===== src/rtl/wb_cmd_master.sv =====
// Wishbone command master: queues read/write commands in a circular buffer and
// runs them one at a time on a classic Wishbone bus, returning a response per command.
module wb_cmd_master #(
  parameter int ADDR_WIDTH     = 32,
  parameter int DATA_WIDTH     = 16,
  parameter int FIFO_DEPTH     = 4,
  parameter int TIMEOUT_CYCLES = 255
) (
  input  logic                  clk_i,
  input  logic                  rst_i,
  input  logic                  cmd_valid_i,
  output logic                  cmd_ready_o,
  input  logic                  cmd_we_i,
  input  logic [ADDR_WIDTH-1:0] cmd_adr_i,
  input  logic [DATA_WIDTH-1:0] cmd_dat_i,
  output logic                  rsp_valid_o,
  input  logic                  rsp_ready_i,
  output logic [DATA_WIDTH-1:0] rsp_dat_o,
  output logic [1:0]            rsp_sts_o,
  output logic                  cyc_o,
  output logic                  stb_o,
  output logic                  we_o,
  output logic [ADDR_WIDTH-1:0] adr_o,
  output logic [DATA_WIDTH-1:0] dat_o,
  input  logic                  ack_i,
  input  logic                  err_i,
  input  logic [DATA_WIDTH-1:0] dat_i,
  output logic                  busy_o
);

  localparam int PW = $clog2(FIFO_DEPTH);
  localparam int CW = $clog2(FIFO_DEPTH) + 1;
  localparam int TW = $clog2(TIMEOUT_CYCLES + 1);
  localparam logic [CW-1:0] FULL_COUNT = CW'(FIFO_DEPTH);
  localparam logic [TW-1:0] TMO_LAST   = TW'(TIMEOUT_CYCLES - 1);

  localparam logic [1:0] ST_IDLE = 2'd0;
  localparam logic [1:0] ST_BUS  = 2'd1;
  localparam logic [1:0] ST_RESP = 2'd2;

  localparam logic [1:0] STS_OK  = 2'b00;
  localparam logic [1:0] STS_ERR = 2'b01;
  localparam logic [1:0] STS_TMO = 2'b10;

  logic                  q_we_r  [FIFO_DEPTH];
  logic [ADDR_WIDTH-1:0] q_adr_r [FIFO_DEPTH];
  logic [DATA_WIDTH-1:0] q_dat_r [FIFO_DEPTH];
  logic [PW-1:0]         wr_ptr_r;
  logic [PW-1:0]         rd_ptr_r;
  logic [CW-1:0]         count_r;

  logic [1:0]            state_r;
  logic [TW-1:0]         tmo_r;
  logic                  cyc_r;
  logic                  we_r;
  logic [ADDR_WIDTH-1:0] adr_r;
  logic [DATA_WIDTH-1:0] dat_r;
  logic                  rsp_valid_r;
  logic [DATA_WIDTH-1:0] rsp_dat_r;
  logic [1:0]            rsp_sts_r;

  logic full_s;
  logic empty_s;
  logic push_s;
  logic pop_s;

  // Queue status and handshake qualifiers, all derived from registered state.
  always_comb begin
    full_s  = (count_r == FULL_COUNT);
    empty_s = (count_r == {CW{1'b0}});
    push_s  = cmd_valid_i && !full_s && !rst_i;
    pop_s   = (state_r == ST_IDLE) && !empty_s && !rsp_valid_r;
  end

  // Command storage; read commands keep zero write data so dat_o stays 0 on reads.
  always_ff @(posedge clk_i) begin
    if (push_s) begin
      q_we_r[wr_ptr_r]  <= cmd_we_i;
      q_adr_r[wr_ptr_r] <= cmd_adr_i;
      q_dat_r[wr_ptr_r] <= cmd_we_i ? cmd_dat_i : {DATA_WIDTH{1'b0}};
    end
  end

  // Circular-buffer pointers (depth is a power of two, so they wrap naturally) and occupancy.
  always_ff @(posedge clk_i) begin
    if (rst_i) begin
      wr_ptr_r <= {PW{1'b0}};
      rd_ptr_r <= {PW{1'b0}};
      count_r  <= {CW{1'b0}};
    end else begin
      if (push_s) begin
        wr_ptr_r <= wr_ptr_r + PW'(1);
      end
      if (pop_s) begin
        rd_ptr_r <= rd_ptr_r + PW'(1);
      end
      case ({push_s, pop_s})
        2'b10:   count_r <= count_r + CW'(1);
        2'b01:   count_r <= count_r - CW'(1);
        default: count_r <= count_r;
      endcase
    end
  end

  // Transaction FSM: IDLE pops a command, BUS waits for ack/err/timeout, RESP holds the result.
  always_ff @(posedge clk_i) begin
    if (rst_i) begin
      state_r     <= ST_IDLE;
      tmo_r       <= {TW{1'b0}};
      cyc_r       <= 1'b0;
      we_r        <= 1'b0;
      adr_r       <= {ADDR_WIDTH{1'b0}};
      dat_r       <= {DATA_WIDTH{1'b0}};
      rsp_valid_r <= 1'b0;
      rsp_dat_r   <= {DATA_WIDTH{1'b0}};
      rsp_sts_r   <= STS_OK;
    end else begin
      case (state_r)
        ST_IDLE: begin
          if (pop_s) begin
            cyc_r   <= 1'b1;
            we_r    <= q_we_r[rd_ptr_r];
            adr_r   <= q_adr_r[rd_ptr_r];
            dat_r   <= q_dat_r[rd_ptr_r];
            tmo_r   <= {TW{1'b0}};
            state_r <= ST_BUS;
          end
        end
        ST_BUS: begin
          // err takes priority over a simultaneous ack.
          if (err_i || ack_i) begin
            cyc_r       <= 1'b0;
            we_r        <= 1'b0;
            adr_r       <= {ADDR_WIDTH{1'b0}};
            dat_r       <= {DATA_WIDTH{1'b0}};
            rsp_valid_r <= 1'b1;
            rsp_sts_r   <= err_i ? STS_ERR : STS_OK;
            rsp_dat_r   <= (err_i || we_r) ? {DATA_WIDTH{1'b0}} : dat_i;
            state_r     <= ST_RESP;
          end else if (tmo_r == TMO_LAST) begin
            cyc_r       <= 1'b0;
            we_r        <= 1'b0;
            adr_r       <= {ADDR_WIDTH{1'b0}};
            dat_r       <= {DATA_WIDTH{1'b0}};
            rsp_valid_r <= 1'b1;
            rsp_sts_r   <= STS_TMO;
            rsp_dat_r   <= {DATA_WIDTH{1'b0}};
            state_r     <= ST_RESP;
          end else begin
            tmo_r <= tmo_r + TW'(1);
          end
        end
        ST_RESP: begin
          if (rsp_ready_i) begin
            rsp_valid_r <= 1'b0;
            state_r     <= ST_IDLE;
          end
        end
        default: begin
          state_r     <= ST_IDLE;
          cyc_r       <= 1'b0;
          we_r        <= 1'b0;
          adr_r       <= {ADDR_WIDTH{1'b0}};
          dat_r       <= {DATA_WIDTH{1'b0}};
          rsp_valid_r <= 1'b0;
        end
      endcase
    end
  end

  assign cmd_ready_o = !full_s;
  assign cyc_o       = cyc_r;
  assign stb_o       = cyc_r;
  assign we_o        = we_r;
  assign adr_o       = adr_r;
  assign dat_o       = dat_r;
  assign rsp_valid_o = rsp_valid_r;
  assign rsp_dat_o   = rsp_dat_r;
  assign rsp_sts_o   = rsp_sts_r;
  assign busy_o      = !empty_s || (state_r != ST_IDLE) || rsp_valid_r;

endmodule


===== config.mk =====
export PLATFORM = sky130hd
export DESIGN_NAME = wb_cmd_master
export DESIGN_NICKNAME = d
export VERILOG_FILES = /design/src/rtl/wb_cmd_master.sv
export SDC_FILE = /design/constraint.sdc
export NUM_CORES = 1
export LEC_CHECK = 0
export CORE_MARGIN = 1.5
export CORE_UTILIZATION = 49
export CTS_CLUSTER_SIZE = 20
export DETAILED_ROUTE_END_ITERATION = 16
export GPL_ROUTABILITY_DRIVEN = 0
export PLACE_DENSITY = 0.75
export RECOVER_POWER = 100
export SKIP_CTS_REPAIR_TIMING = 1
export SLEW_MARGIN = 20
export SYNTH_ARGS = -nofsm -noshare
export SYNTH_HDL_FRONTEND = slang
export SYNTH_SLANG_ARGS = --single-unit
export TNS_END_PERCENT = 1

===== constraint.sdc =====
create_clock -name clk_i -period 2.64 [get_ports clk_i]
set_input_delay 0.528 -clock clk_i [delete_from_list [all_inputs] [get_ports clk_i]]
set_output_delay 0.528 -clock clk_i [all_outputs]
set_load 0.005 [all_outputs]

==> flow_metrics.env, run 1 <==
export IMPL_numCtsBuffers=29
export IMPL_synth_area_leader_cell="edfxtp_1"
export IMPL_cts_max_path_buffers=3
export IMPL_route_detailed_drc=0
export IMPL_fin_skew_ps=21.5
export IMPL_io_pins=143
export IMPL_cts_max_level=1
export IMPL_synth_most_common_cell="edfxtp_1"
export IMPL_ys_seq_elements=284
export IMPL_dieArea_um2=22200
export IMPL_chipHeight_um=149
export IMPL_path_max_fanout=4
export IMPL_syn_inst=589
export IMPL_hpwl_um=12500
export IMPL_areaGrowthSynthToFinish_pct=26.8
export IMPL_syn_area_um2=10400
export IMPL_core_um2=21000
export IMPL_outcome="completed"
export IMPL_drtPass1Iterations=5
export IMPL_fin_crit_sh_pct=95.3
export IMPL_path_buf_inv=1
export IMPL_ys_warnings_count=0
export IMPL_nets=830
export IMPL_start_util_pct=49.8
export IMPL_crit_required_ps=2110
export IMPL_worstPathArrival_ps=1990
export IMPL_worstMarginPinSlew_ps=1030
export IMPL_rsz0062_at_grt="no"
export IMPL_maxCapViolCount=0
export IMPL_min_path_type="flip-flop to flip-flop"
export IMPL_vdd_drop_max_v=0.000563
export IMPL_root_buffer="clkbuf_16"
export IMPL_clock_sink_count=284
export IMPL_p_leak_uw=0.00470
export IMPL_antenna_found_initial=2
export IMPL_clock_latency_ps=560
export IMPL_cp_start_kind="flip-flop"
export IMPL_syn_avg_cell_area_um2=17.7
export IMPL_viasPerCell=5.53
export IMPL_whs_ps=456
export IMPL_yosys_top_cells_area="edfxtp_1 56%, dfxtp_1 17%, mux4_2 11%"
export IMPL_synth_edf_count=196
export IMPL_vias=5817
export IMPL_initialDrtViolationCount=371
export IMPL_crit_path_end_kind="output port"
export IMPL_yosys_top_cells_count="196 x edfxtp_1, 88 x dfxtp_1, 49 x a22o_1, 49 x mux4_2, 41 x nand2_1"
export IMPL_drive_above_1_share_pct=15.5
export IMPL_fin_crit_ps=2510
export IMPL_synth_seq_area_share_pct=73.3
export IMPL_timing_setup_tns_ps=0
export IMPL_synth_flop_cell="edfxtp_1"
export IMPL_crit_chain="or3b_2 > dlygate4sd3_1"
export IMPL_avgRoutedWirePerCell_um=19.9
export IMPL_row_count=53
export IMPL_clk_pin_slew_ps=60
export IMPL_grt_max_degree=50
export IMPL_crit_slowest_cell="dlygate4sd3_1"
export IMPL_synth_net_count=668
export IMPL_crit_family="buffers and inverters"
export IMPL_slew_viol_final=0
export IMPL_grt_usage_pct=19.3
export IMPL_fmax_mhz=398
export IMPL_grt_remaining_overflow=0
export IMPL_final_antenna_net_count=0
export IMPL_async_reset_ff_share_pct=0
export IMPL_ys_types=45
export IMPL_power_density_nw_per_um2=970
export IMPL_grt_pass1_vias=5985
export IMPL_crit_type="flip-flop to output port"
export IMPL_synth_top_cell_area_share_pct=56.4
export IMPL_cts_tree="done"
export IMPL_io_buffer_count=142
export IMPL_grt_pass1_wl_um=33100
export IMPL_max_stage_delay_ps=610
export IMPL_wirelength_um=20900
export IMPL_hold_viol_final=0
export IMPL_max_slew_margin_rel_pct=31.1
export IMPL_fp_dieW_um=149
export IMPL_r2r_setup_slack_ps=200
export IMPL_setup_viol=0
cell type report:
type                            instances  area [um2]
Antenna cell                            2        5.00
Clock buffer                           34         744
Clock inverter                         20         243
Fill cell                            1499        7730
Inverter                               10        37.5
Multi-Input combinational cell        263        2600
Sequential cell                       284        7650
Tap cell                              275         344
Timing Repair Buffer                  163        1600
worst paths after layout:
path / start / end / depth (start not counted)
min reg2reg: rsp_dat_o[9] / rsp_dat_o[9] / 2
max reg2reg: count_r[2] / count_r[2] / 10
min: rsp_dat_o[9] / rsp_dat_o[9] / 2
max: count_r[2] / cmd_ready_o / 2
metal layers:
layer | vias to the layer above | GRT usage, % | share of wire (%)
li1 | 2640 | - | -
met5 | - | 0 | 0
met1 | 2929 | 25.5 | 41
met2 | 204 | 33.0 | 50
met4 | 0 | 5.45 | 2.6
met3 | 44 | 3.36 | 5.8
cells by family (layout without fill, tap and decap cells):
logic type	after synthesis	in the layout	share of synthesized area, %
other	0	2	0
and+or+nand+nor	106	106	5.21
buffers and inverters	42	227	1.86
muxes	65	65	12.1
xor gates and xnor gates	6	6	0.504
AOI/OAI and AO/OA	78	78	5.94
DFF	284	284	73.3
adders and majority gates	8	8	1.03
tightest hold or removal path: cells and delay by family (launching register included):
kind	cells	cell delay [ps]
AND/OR/NAND/NOR	1	50
multiplexers	1	50
flip-flops	1	300
report_power, final:
part / leakage (uW) / internal [uW] / switching (uW)
combinational: 0.00172 / 1540 / 1380
clock: 0.000477 / 2510 / 1650
sequential: 0.00251 / 5370 / 365
flip-flops by register name (all words and copies together), names as in the netlist, 2 cells and up, named ones only:
name,cells
adr_o,32
count_r,3
dat_o,16
q_adr_r,128
q_dat_r,64
q_we_r,4
rd_ptr_r,2
rsp_dat_o,16
rsp_sts_o,2
state_r,2
tmo_r,8
wr_ptr_r,2
layout by cell type, fill, tap and decap left out, types with 2 or more instances in the layout:
cell and instances:
nor3_1 2, nor2b_1 2, or3_1 4, clkinv_1 10, nor2_1 10, nand3_1 14, or2_2 3, o211ai_1 2
edfxtp_1 196, xnor2_1 2, bufinv_16 5, clkbuf_2 6, nand2_1 42, buf_12 3, inv_1 9, a21oi_1 10
ha_1 7, diode_2 2, dfxtp_1 86, mux4_2 49, nand2b_1 2, xor2_1 4, a31oi_1 3, clkdlybuf4s50_1 38
mux2i_1 16, buf_4 10, clkbuf_1 6, o21ai_0 4, nand4_1 2, a22o_1 49, clkbuf_16 29, and2_0 19
dlygate4sd3_1 104, clkinv_2 3
metrics by stage:
step                      cells  setup slack [ps]  power, uW  utilization, %  instance area, um2
after floorplan             589               117       7390               -               10400
after global placement      995               141       8830            58.9               12300
after detailed placement    995              42.4       8960            58.9               12300
after CTS                  1049               168      13100            63.6               13300
after global routing       1050              29.7      13400            63.1               13200
final                      1051               125      12800            63.1               13200
No activity file was read; power rests on OpenSTA's default activity.
==> inputs of run 2 (changes only) <==
Settings changed: HOLD_SLACK_MARGIN from default to 0.12, SLEW_MARGIN 20 to default.
==> results of run 2 <==
Final layout, timing and power as in run 1 (identical DEF).
